$ cat src/rtl/cover_pkg.sv
// Shared constants and helpers for the toggle-coverage collector.
package cover_pkg;

    localparam int MODE_LEVEL = 0;
    localparam int MODE_RISE  = 1;
    localparam int MODE_BOTH  = 2;

    // Both-edge mode tracks rise and fall of every bit as separate points.
    function automatic int points_f(input int width, input int mode);
        return (mode == MODE_BOTH) ? 2 * width : width;
    endfunction

endpackage

$ cat src/rtl/cover_toggle_collector_if.sv
// Report stream from the coverage collector to its drain / host bridge.
interface cover_toggle_collector_if #(
    parameter int INDEX_W = 64
);
    logic               out_valid;
    logic               out_ready;
    logic [INDEX_W-1:0] out_index;

    modport master (output out_valid, output out_index, input out_ready);
    modport slave  (input out_valid, input out_index, output out_ready);
endinterface

$ cat src/rtl/cover_fifo.sv
// Synchronous FIFO for pending cover reports; a push into a full FIFO is
// accepted when a pop happens in the same cycle.
module cover_fifo #(
    parameter int DEPTH = 4,
    parameter int W     = 8
) (
    input  logic         clock,
    input  logic         reset,
    input  logic         clr,
    input  logic         push,
    input  logic [W-1:0] push_data,
    input  logic         pop,
    output logic [W-1:0] pop_data,
    output logic         full,
    output logic         empty
);
    localparam int AW = $clog2(DEPTH);

    logic [W-1:0] mem_q [DEPTH];
    logic [AW:0]  wr_ptr_q, wr_ptr_d;
    logic [AW:0]  rd_ptr_q, rd_ptr_d;
    logic         do_push, do_pop;

    assign empty    = (wr_ptr_q == rd_ptr_q);
    assign full     = (wr_ptr_q[AW] != rd_ptr_q[AW]) &&
                      (wr_ptr_q[AW-1:0] == rd_ptr_q[AW-1:0]);
    assign do_pop   = pop && !empty;
    assign do_push  = push && (!full || do_pop);
    // Empty reads as zero so the reported index rests at the base index.
    assign pop_data = empty ? '0 : mem_q[rd_ptr_q[AW-1:0]];
    assign wr_ptr_d = wr_ptr_q + (AW+1)'(do_push);
    assign rd_ptr_d = rd_ptr_q + (AW+1)'(do_pop);

    always_ff @(posedge clock) begin
        if (!reset || clr) begin
            wr_ptr_q <= '0;
            rd_ptr_q <= '0;
        end else begin
            wr_ptr_q <= wr_ptr_d;
            rd_ptr_q <= rd_ptr_d;
        end
    end

    always_ff @(posedge clock) begin
        if (do_push) mem_q[wr_ptr_q[AW-1:0]] <= push_data;
    end

endmodule

$ cat src/rtl/cover_toggle_collector.sv
// Toggle-coverage collector: sticky coverage bitmap, one report per newly
// covered point on a valid/ready stream, with hit counter and clear.
module cover_toggle_collector
    import cover_pkg::*;
#(
    parameter int              WIDTH       = 11,
    parameter longint unsigned COVER_INDEX = 0,
    parameter int              INDEX_W     = 64,
    parameter int              MODE        = MODE_LEVEL,
    parameter int              FIFO_DEPTH  = 4,
    localparam int             POINTS      = points_f(WIDTH, MODE),
    localparam int             CNT_W       = $clog2(POINTS + 1)
) (
    input  logic                     clock,
    input  logic                     reset,
    input  logic                     en,
    input  logic [WIDTH-1:0]         valid,
    input  logic                     clear,
    cover_toggle_collector_if.master rpt,
    output logic [CNT_W-1:0]         hit_count,
    output logic                     all_covered
);
    localparam int LIDX_W = (POINTS > 1) ? $clog2(POINTS) : 1;

    logic [POINTS-1:0] covered_q, covered_d;
    logic [POINTS-1:0] pending_q, pending_d;
    logic [CNT_W-1:0]  hit_count_q, hit_count_d;
    logic              all_covered_q;
    logic [POINTS-1:0] detect, new_hit, pend_sel;
    logic [LIDX_W-1:0] pend_idx, head;
    logic [CNT_W-1:0]  new_cnt;
    logic              push, pop, fifo_full, fifo_empty;

    if (MODE == MODE_LEVEL) begin : g_level
        assign detect = en ? valid : '0;
    end else begin : g_edge
        logic [WIDTH-1:0] prev_q;
        logic             prev_ok_q;
        logic             arm;

        // No edge is seen until prev holds a genuine enabled sample.
        assign arm = en && prev_ok_q;

        if (MODE == MODE_BOTH) begin : g_both
            assign detect = arm ? {prev_q & ~valid, ~prev_q & valid} : '0;
        end else begin : g_rise
            assign detect = arm ? (~prev_q & valid) : '0;
        end

        always_ff @(posedge clock) begin
            if (!reset) begin
                prev_q    <= '0;
                prev_ok_q <= 1'b0;
            end else if (clear) begin
                prev_ok_q <= 1'b0;
            end else if (en) begin
                prev_q    <= valid;
                prev_ok_q <= 1'b1;
            end
        end
    end

    assign new_hit  = detect & ~covered_q;
    assign pend_sel = pending_q & (~pending_q + POINTS'(1));

    always_comb begin
        pend_idx = '0;
        for (int p = POINTS - 1; p >= 0; p--) begin
            if (pending_q[p]) pend_idx = LIDX_W'(p);
        end
    end

    always_comb begin
        new_cnt = '0;
        for (int p = 0; p < POINTS; p++) new_cnt = new_cnt + CNT_W'(new_hit[p]);
    end

    assign pop         = !fifo_empty && rpt.out_ready;
    assign push        = (|pending_q) && (!fifo_full || pop);
    assign covered_d   = covered_q | new_hit;
    // New hits never overlap pending bits, since pending is a subset of covered.
    assign pending_d   = (pending_q | new_hit) & ~(push ? pend_sel : '0);
    assign hit_count_d = hit_count_q + new_cnt;

    always_ff @(posedge clock) begin
        if (!reset || clear) begin
            covered_q     <= '0;
            pending_q     <= '0;
            hit_count_q   <= '0;
            all_covered_q <= 1'b0;
        end else begin
            covered_q     <= covered_d;
            pending_q     <= pending_d;
            hit_count_q   <= hit_count_d;
            all_covered_q <= (hit_count_d == CNT_W'(POINTS));
        end
    end

    cover_fifo #(
        .DEPTH (FIFO_DEPTH),
        .W     (LIDX_W)
    ) u_fifo (
        .clock     (clock),
        .reset     (reset),
        .clr       (clear),
        .push      (push),
        .push_data (pend_idx),
        .pop       (pop),
        .pop_data  (head),
        .full      (fifo_full),
        .empty     (fifo_empty)
    );

    assign rpt.out_valid = !fifo_empty;
    assign rpt.out_index = INDEX_W'(COVER_INDEX) + INDEX_W'(head);
    assign hit_count     = hit_count_q;
    assign all_covered   = all_covered_q;

endmodule

$ cat src/flat_wrapper.sv
// flat-port wrapper written by rule: the top's interface ports become plain ports
module cover_toggle_collector_flat import cover_pkg::*;
#(
    parameter int              WIDTH       = 11,
    parameter longint unsigned COVER_INDEX = 0,
    parameter int              INDEX_W     = 64,
    parameter int              MODE        = MODE_LEVEL,
    parameter int              FIFO_DEPTH  = 4,
    localparam int             POINTS      = points_f(WIDTH, MODE),
    localparam int             CNT_W       = $clog2(POINTS + 1)
)
  (clock, reset, en, valid, clear, hit_count, all_covered, rpt_out_valid, rpt_out_index, rpt_out_ready);
  cover_toggle_collector_if #(.INDEX_W(INDEX_W)) rpt_i ();
  input  logic clock;
  input  logic reset;
  input  logic en;
  input  logic [WIDTH-1:0] valid;
  input  logic clear;
  output logic [CNT_W-1:0] hit_count;
  output logic all_covered;
  output wire logic [$bits(rpt_i.out_valid)-1:0] rpt_out_valid;
  output wire logic [$bits(rpt_i.out_index)-1:0] rpt_out_index;
  input wire logic [$bits(rpt_i.out_ready)-1:0] rpt_out_ready;
  assign rpt_out_valid = rpt_i.out_valid;
  assign rpt_out_index = rpt_i.out_index;
  assign rpt_i.out_ready = rpt_out_ready;
  cover_toggle_collector #(.WIDTH(WIDTH), .COVER_INDEX(COVER_INDEX), .INDEX_W(INDEX_W), .MODE(MODE), .FIFO_DEPTH(FIFO_DEPTH)) u_core (.clock(clock), .reset(reset), .en(en), .valid(valid), .clear(clear), .rpt(rpt_i), .hit_count(hit_count), .all_covered(all_covered));
endmodule
$ cat config.mk
export PLATFORM = sky130hd
export DESIGN_NAME = cover_toggle_collector_flat
export DESIGN_NICKNAME = d
export VERILOG_FILES = /design/src/rtl/cover_pkg.sv /design/src/rtl/cover_toggle_collector_if.sv /design/src/rtl/cover_fifo.sv /design/src/rtl/cover_toggle_collector.sv /design/src/flat_wrapper.sv
export SDC_FILE = /design/constraint.sdc
export NUM_CORES = 1
export LEC_CHECK = 0
export CORE_ASPECT_RATIO = 0.8
export CORE_MARGIN = 3
export CORE_UTILIZATION = 50
export DETAILED_ROUTE_END_ITERATION = 10
export PLACE_DENSITY = 0.85
export SETUP_SLACK_MARGIN = 0.15
export SLEW_MARGIN = 20
export SYNTH_ARGS = -nofsm -noshare
export SYNTH_HDL_FRONTEND = slang
export SYNTH_SLANG_ARGS = --single-unit
$ cat constraint.sdc
create_clock -name clock -period 13 [get_ports clock]
set_input_delay 1.95 -clock clock [delete_from_list [all_inputs] [get_ports clock]]
set_output_delay 1.95 -clock clock [all_outputs]
set_load 0.005 [all_outputs]
* Word-level counts from Yosys, hierarchy flattened *
Memories as Yosys holds them, arrays and structs flattened. A register that Yosys moved wholly into a read port is not among the register bits.
Cells that the tools add are included.
Widths: inputs -> output; s select.

cells by class
  reductions and logical operators = 12
  equality and inequality tests = 4
  bitwise logic cells = 8
  add/sub/neg operators = 14
  multiplexer cells = 17

operators by type and width
  cell                   count
  $mux 4                 12
  $add 4x1->4            9
  $and 11x11->11         3
  $not 11->11            3
  $mux 11                2
  $or 11x11->11          2
  $add 11x1->11 const B  1
  $reduce_or 11->1       1
  $add 3x1->3            2
  $logic_and 1x1->1      5
  $add 4x4->4            1
  $eq 4x4->1 const B     1
  $eq 3x3->1             1
  $logic_not 1->1        3
  $logic_or 1x1->1       3
  $add 1x1->2            1
  $eq 2x2->1             1
  $mux 1                 2
  $mux 2                 1
  $ne 1x1->1             1

storage, ports and cells
  bits of input ports = 16
  bits in writable memories = 16
  memories = 1
  bits in registers = 33
  word-level logic and storage cells = 62

memory list
  memory               words  bits a word  read ports  clocked after memory_dff  wr ports  RTL line          source
  u_core.u_fifo.mem_q  4      4            1           1                         1         cover_fifo.sv:19  logic [W-1:0] mem_q [DEPTH];

* Longest topological paths before layout *
  word-level depth = 14
  gate-level depth with buffers = 16
  gate-level depth less buffers = 15

* Cells and area by module *
From an unflattened synthesis, not the netlist that was laid out.

second synthesis, totals
  cells, all modules = 285
  area total of the unflattened synthesis = 2829.0 µm²

modules (own cells, without submodules)
  module                  area each (µm²)  sequential area each (µm²)  cells an instance  times used
  cover_toggle_collector  1864.3           540.5                       227                1
  cover_fifo              964.7            600.6                       58                 1

* Least setup slack after synthesis *
OpenSTA, ideal clock, no wires.

  path type = input to register
  from = input en
  to = register u_core.all_covered_q, in the netlist u_core.all_covered
  data arrival time = 5.331 ns
  required time = 12.904 ns
  buffers on the path = 1
  setup slack = 7.573 ns
  setup time = 0.096 ns
  cell stages on the path = 13
  path through = clkbuf_1 nand2_1 nor2_1 ha_1 inv_1 fa_1 fa_1 inv_1 fa_1 fa_1 inv_1 fa_1 nor4b_1

on the way
  word-level cells in the longest chain between the ends = 14

ends and longest elaborated chain
  element                   RTL line                      source
  start, declared           flat_wrapper.sv:16            input logic en;
  $mux 11 (*)               cover_toggle_collector.sv:35  assign detect = en ? valid : '0;
  $and 11x11->11 (*)        cover_toggle_collector.sv:63  assign new_hit = detect & ~covered_q;
  $add 1x1->2               cover_toggle_collector.sv:75  for (int p = 0; p < POINTS; p++) new_cnt = new_cnt + CNT_W'(new_hit[p]);
  $add 4x1->4 (8 in a row)  cover_toggle_collector.sv:75
  $add 4x1->4 (*)           cover_toggle_collector.sv:75
  $add 4x4->4 (*)           cover_toggle_collector.sv:83  assign hit_count_d = hit_count_q + new_cnt;
  $eq 4x4->1 (*)            cover_toggle_collector.sv:95  all_covered_q <= (hit_count_d == CNT_W'(POINTS));
  end signal, assigned      cover_toggle_collector.sv:95
  end, declared             cover_toggle_collector.sv:28  logic all_covered_q;

Mark *: on every way between the ends. The rest lies on a longest branch, timed or not.
A chain may end at the register's enable or synchronous reset.

* Final worst setup path *
Same ends and word-level chain as after synthesis.

==> reports/qor.csv <==
metric,value,unit
grt_pass1_wl,7258,um
post_cts_resized,0,
vias,1763,
finish.utilization,0.5748,
post-route-drc-count,0,
synth_area,0.002798,mm^2
max_freq,165.0,MHz
critPathSlowestCell,clkdlybuf4s50_1,
grt_pass1_vias,1532,
arrival,6.27,ns
hold-path-endpoint,u_core.covered_q[2],
regArea,0.001141,mm^2
hold_depth,2,
slowest_delay,0.94,ns
ir_drop,0.07122,mV
initial_core_util,0.5371,
core,0.005209,mm^2
die-area,0.006534,mm^2
clkSinkCount,49,
relSlewSlack,0.3858,
wl_per_cell,12.09,um
post-route-period-util,0.4663,
syn_area_per_cell,10.06,um^2
root_buffer,clkbuf_8,
htreeDepth,2,
cp_max_fo,22,
drt_first_pass_iters,4,
critPathTopFamily,adder cells,
period_minus_slack,6.062,ns
fin_skew,0.01135,ns
drive_gt1_frac,0.04605,
ys_ff_latch,49,
rsz0062_at_grt,no,
r2r-end,u_core.all_covered,
row_count,23,
nNetsFinal,337,
outcome,"complete, no violations",
cap_violations,0,
hold_buffers,0,
timing.rr.start,u_core.covered_q[0],
power_leakage,1.313,nW
synthCells,278,
critPathKind,in -> reg,
clockBufferDepth,2,
seq_area_frac_synth,0.4079,
cp_common_cell,fa_1,
synth.distinct_cells,34,
clkLatencyLatePin,0.31,ns
slew_viol_final,0,
overflow,0,
yosysWarnings,0,
routed_wl,4584,um
gp_congestion,0.8046,
antenna_found_initial,0,
tightestPinTransition,0.9194,ns
crit_chain,clkdlybuf4s50_1 > nand2_1 > nor2_1 > ha_1 > inv_1 > fa_1 > fa_1 > inv_1 > fa_1 > fa_1 > inv_1 > fa_1 > nor4b_1,
tritoncts,built,
rrSetupSlack,9.33,ns
hp-class,reg -> reg,
diodes,0,
fp.dieH,72.91,um
drt.antenna.violating_nets,0,
worstRegToRegCells,11,
die_w,89.63,um
crit_required,13.21,ns
hold_path.startpoint,u_core.covered_q[2],
fillers,426,
drt-initial-drc-count,141,
fin_setup_tns,0,ns
grt_max_degree,23,
holdWs,0.4679,ns
start_kind,primary input,
dpl.hpwl,3637,um
area_delta_synth_final,7.021,%
hold_viol,0,
multi_input_area,0.001338,mm^2
drt-vias-per-instance,4.652,
cts_buffers,5,
power_density,127.7,mW/mm^2
grt_usage,0.1483,
path_clk_slew,0.09,ns
setup_viol,0,
critPathCaptureType,flop,
cts_setup_buffers,0,
crit_buf_inv,4,
io_pins,86,
io_buffers,25,
==> kinds of logic (layout without fill, tap and decap cells) <==
logic type / Yosys count / in the layout / share of synthesized area
mux: 4 / 4 / 0.03757
xor+xnor: 9 / 9 / 0.02818
other cells: 1 / 60 / 0.001340
buf+inv: 82 / 49 / 0.1932
flops: 49 / 49 / 0.4079
fa+ha+maj: 18 / 18 / 0.09928
simple gates: 75 / 75 / 0.1418
compound gates: 40 / 40 / 0.09079
==> cells in the mapped netlist (all sizes together) <==
cell type,instances,area share
and3,1,0.0027
o21ai,10,0.018
nor2,34,0.046
nor4b,1,0.0031
nand3b,2,0.0054
inv,16,0.021
buf,61,0.17
a21boi,1,0.0027
nand2,12,0.016
a31oi,7,0.016
conb,1,0.0013
a21oi,16,0.029
edfxtp,16,0.17
dfxtp,33,0.24
and3b,2,0.0072
nand3,1,0.0018
clkbuf,5,0.0067
nor2b,7,0.016
xor2,3,0.0094
nor3,2,0.0036
mux4,4,0.038
a221oi,1,0.0031
a211o,1,0.0031
xnor2,6,0.019
a41oi,1,0.0098
a21o,2,0.0054
a211oi,1,0.0045
ha,11,0.049
nor3b,2,0.0054
nand2b,3,0.0067
and2,6,0.013
nor4,2,0.015
fa,7,0.050
==> flip-flops by register name, summed over array words and instances, names as in the netlist <==
| register | flops |
|---|---|
| u_core.pending_q | 11 |
| u_core.hit_count | 4 |
| u_core.all_covered | 1 |
| u_core.u_fifo.wr_ptr_q | 3 |
| u_core.covered_q | 11 |
| u_core.u_fifo.mem_q | 16 |
| u_core.u_fifo.rd_ptr_q | 3 |
==> metrics by stage <==
| step | std cells | cell area (um^2) | setup WS (ns) | total power, mW |
|---|---|---|---|---|
| 6_report | 379 | 2994 | 6.938 | 0.3823 |
| 5_1_grt | 379 | 2994 | 6.683 | 0.4073 |
| 4_1_cts | 379 | 2994 | 6.976 | 0.3864 |
| 3_5_place_dp | 371 | 2883 | 6.649 | 0.2785 |
| 3_3_place_gp | 371 | 2883 | 6.808 | 0.2733 |
| 2_1_floorplan | 337 | 3019 | 7.573 | 0.2592 |
==> routing by layer <==
layer,GRT usage,vias to the layer above,wire length [um]
met5,0,-,0
met4,0.06281,0,74
met3,0.03612,7,343
met2,0.2183,66,2097
met1,0.2079,827,2069
li1,-,863,-
==> final cells by class <==
class	count	area share
well taps	75	0.03134
flip-flops and latches	49	0.3811
repair buffers	25	0.08358
multi-input cells	206	0.4467
inverters	16	0.02006
clock inverters	2	0.01295
clock buffers	6	0.02424
==> how the worst max path moves through the flow <==
stage,depth (start not counted),start,endpoint
final,13,en,u_core.all_covered
after global routing,13,en,u_core.all_covered
after CTS,13,en,u_core.all_covered
after detailed placement,13,en,u_core.all_covered
after floorplan,13,en,u_core.all_covered
after global placement,13,en,u_core.all_covered
==> layout by cell type (no fill, tap or decap), types with 3 or more instances in the layout <==
cell type / Yosys / final
conb_1: 1 / 60
nor2_1: 34 / 34
dfxtp_1: 33 / 33
clkdlybuf4s50_1: 0 / 25
inv_1: 16 / 16
a21oi_1: 16 / 16
edfxtp_1: 16 / 16
nand2_1: 12 / 12
ha_1: 11 / 11
o21ai_0: 10 / 10
nor2b_1: 7 / 7
a31oi_1: 7 / 7
fa_1: 7 / 7
xnor2_1: 6 / 6
and2_1: 6 / 6
clkbuf_8: 0 / 5
mux4_1: 4 / 4
xor2_1: 3 / 3
nand2b_1: 3 / 3
==> power breakdown <==
group | switching [mW] | leakage [nW] | internal, mW
clock network | 0.0503 | 0.0554 | 0.0578
registers | 0.00640 | 0.419 | 0.170
logic | 0.0515 | 0.839 | 0.0466
==> tightest hold or removal path, delay by kind of cell (launching register included) <==
kind | cells | cell delay, ns
flops | 1 | 0.33
compound gates | 1 | 0.04
simple gates | 1 | 0.07
Power figures use the tool's default switching activity.
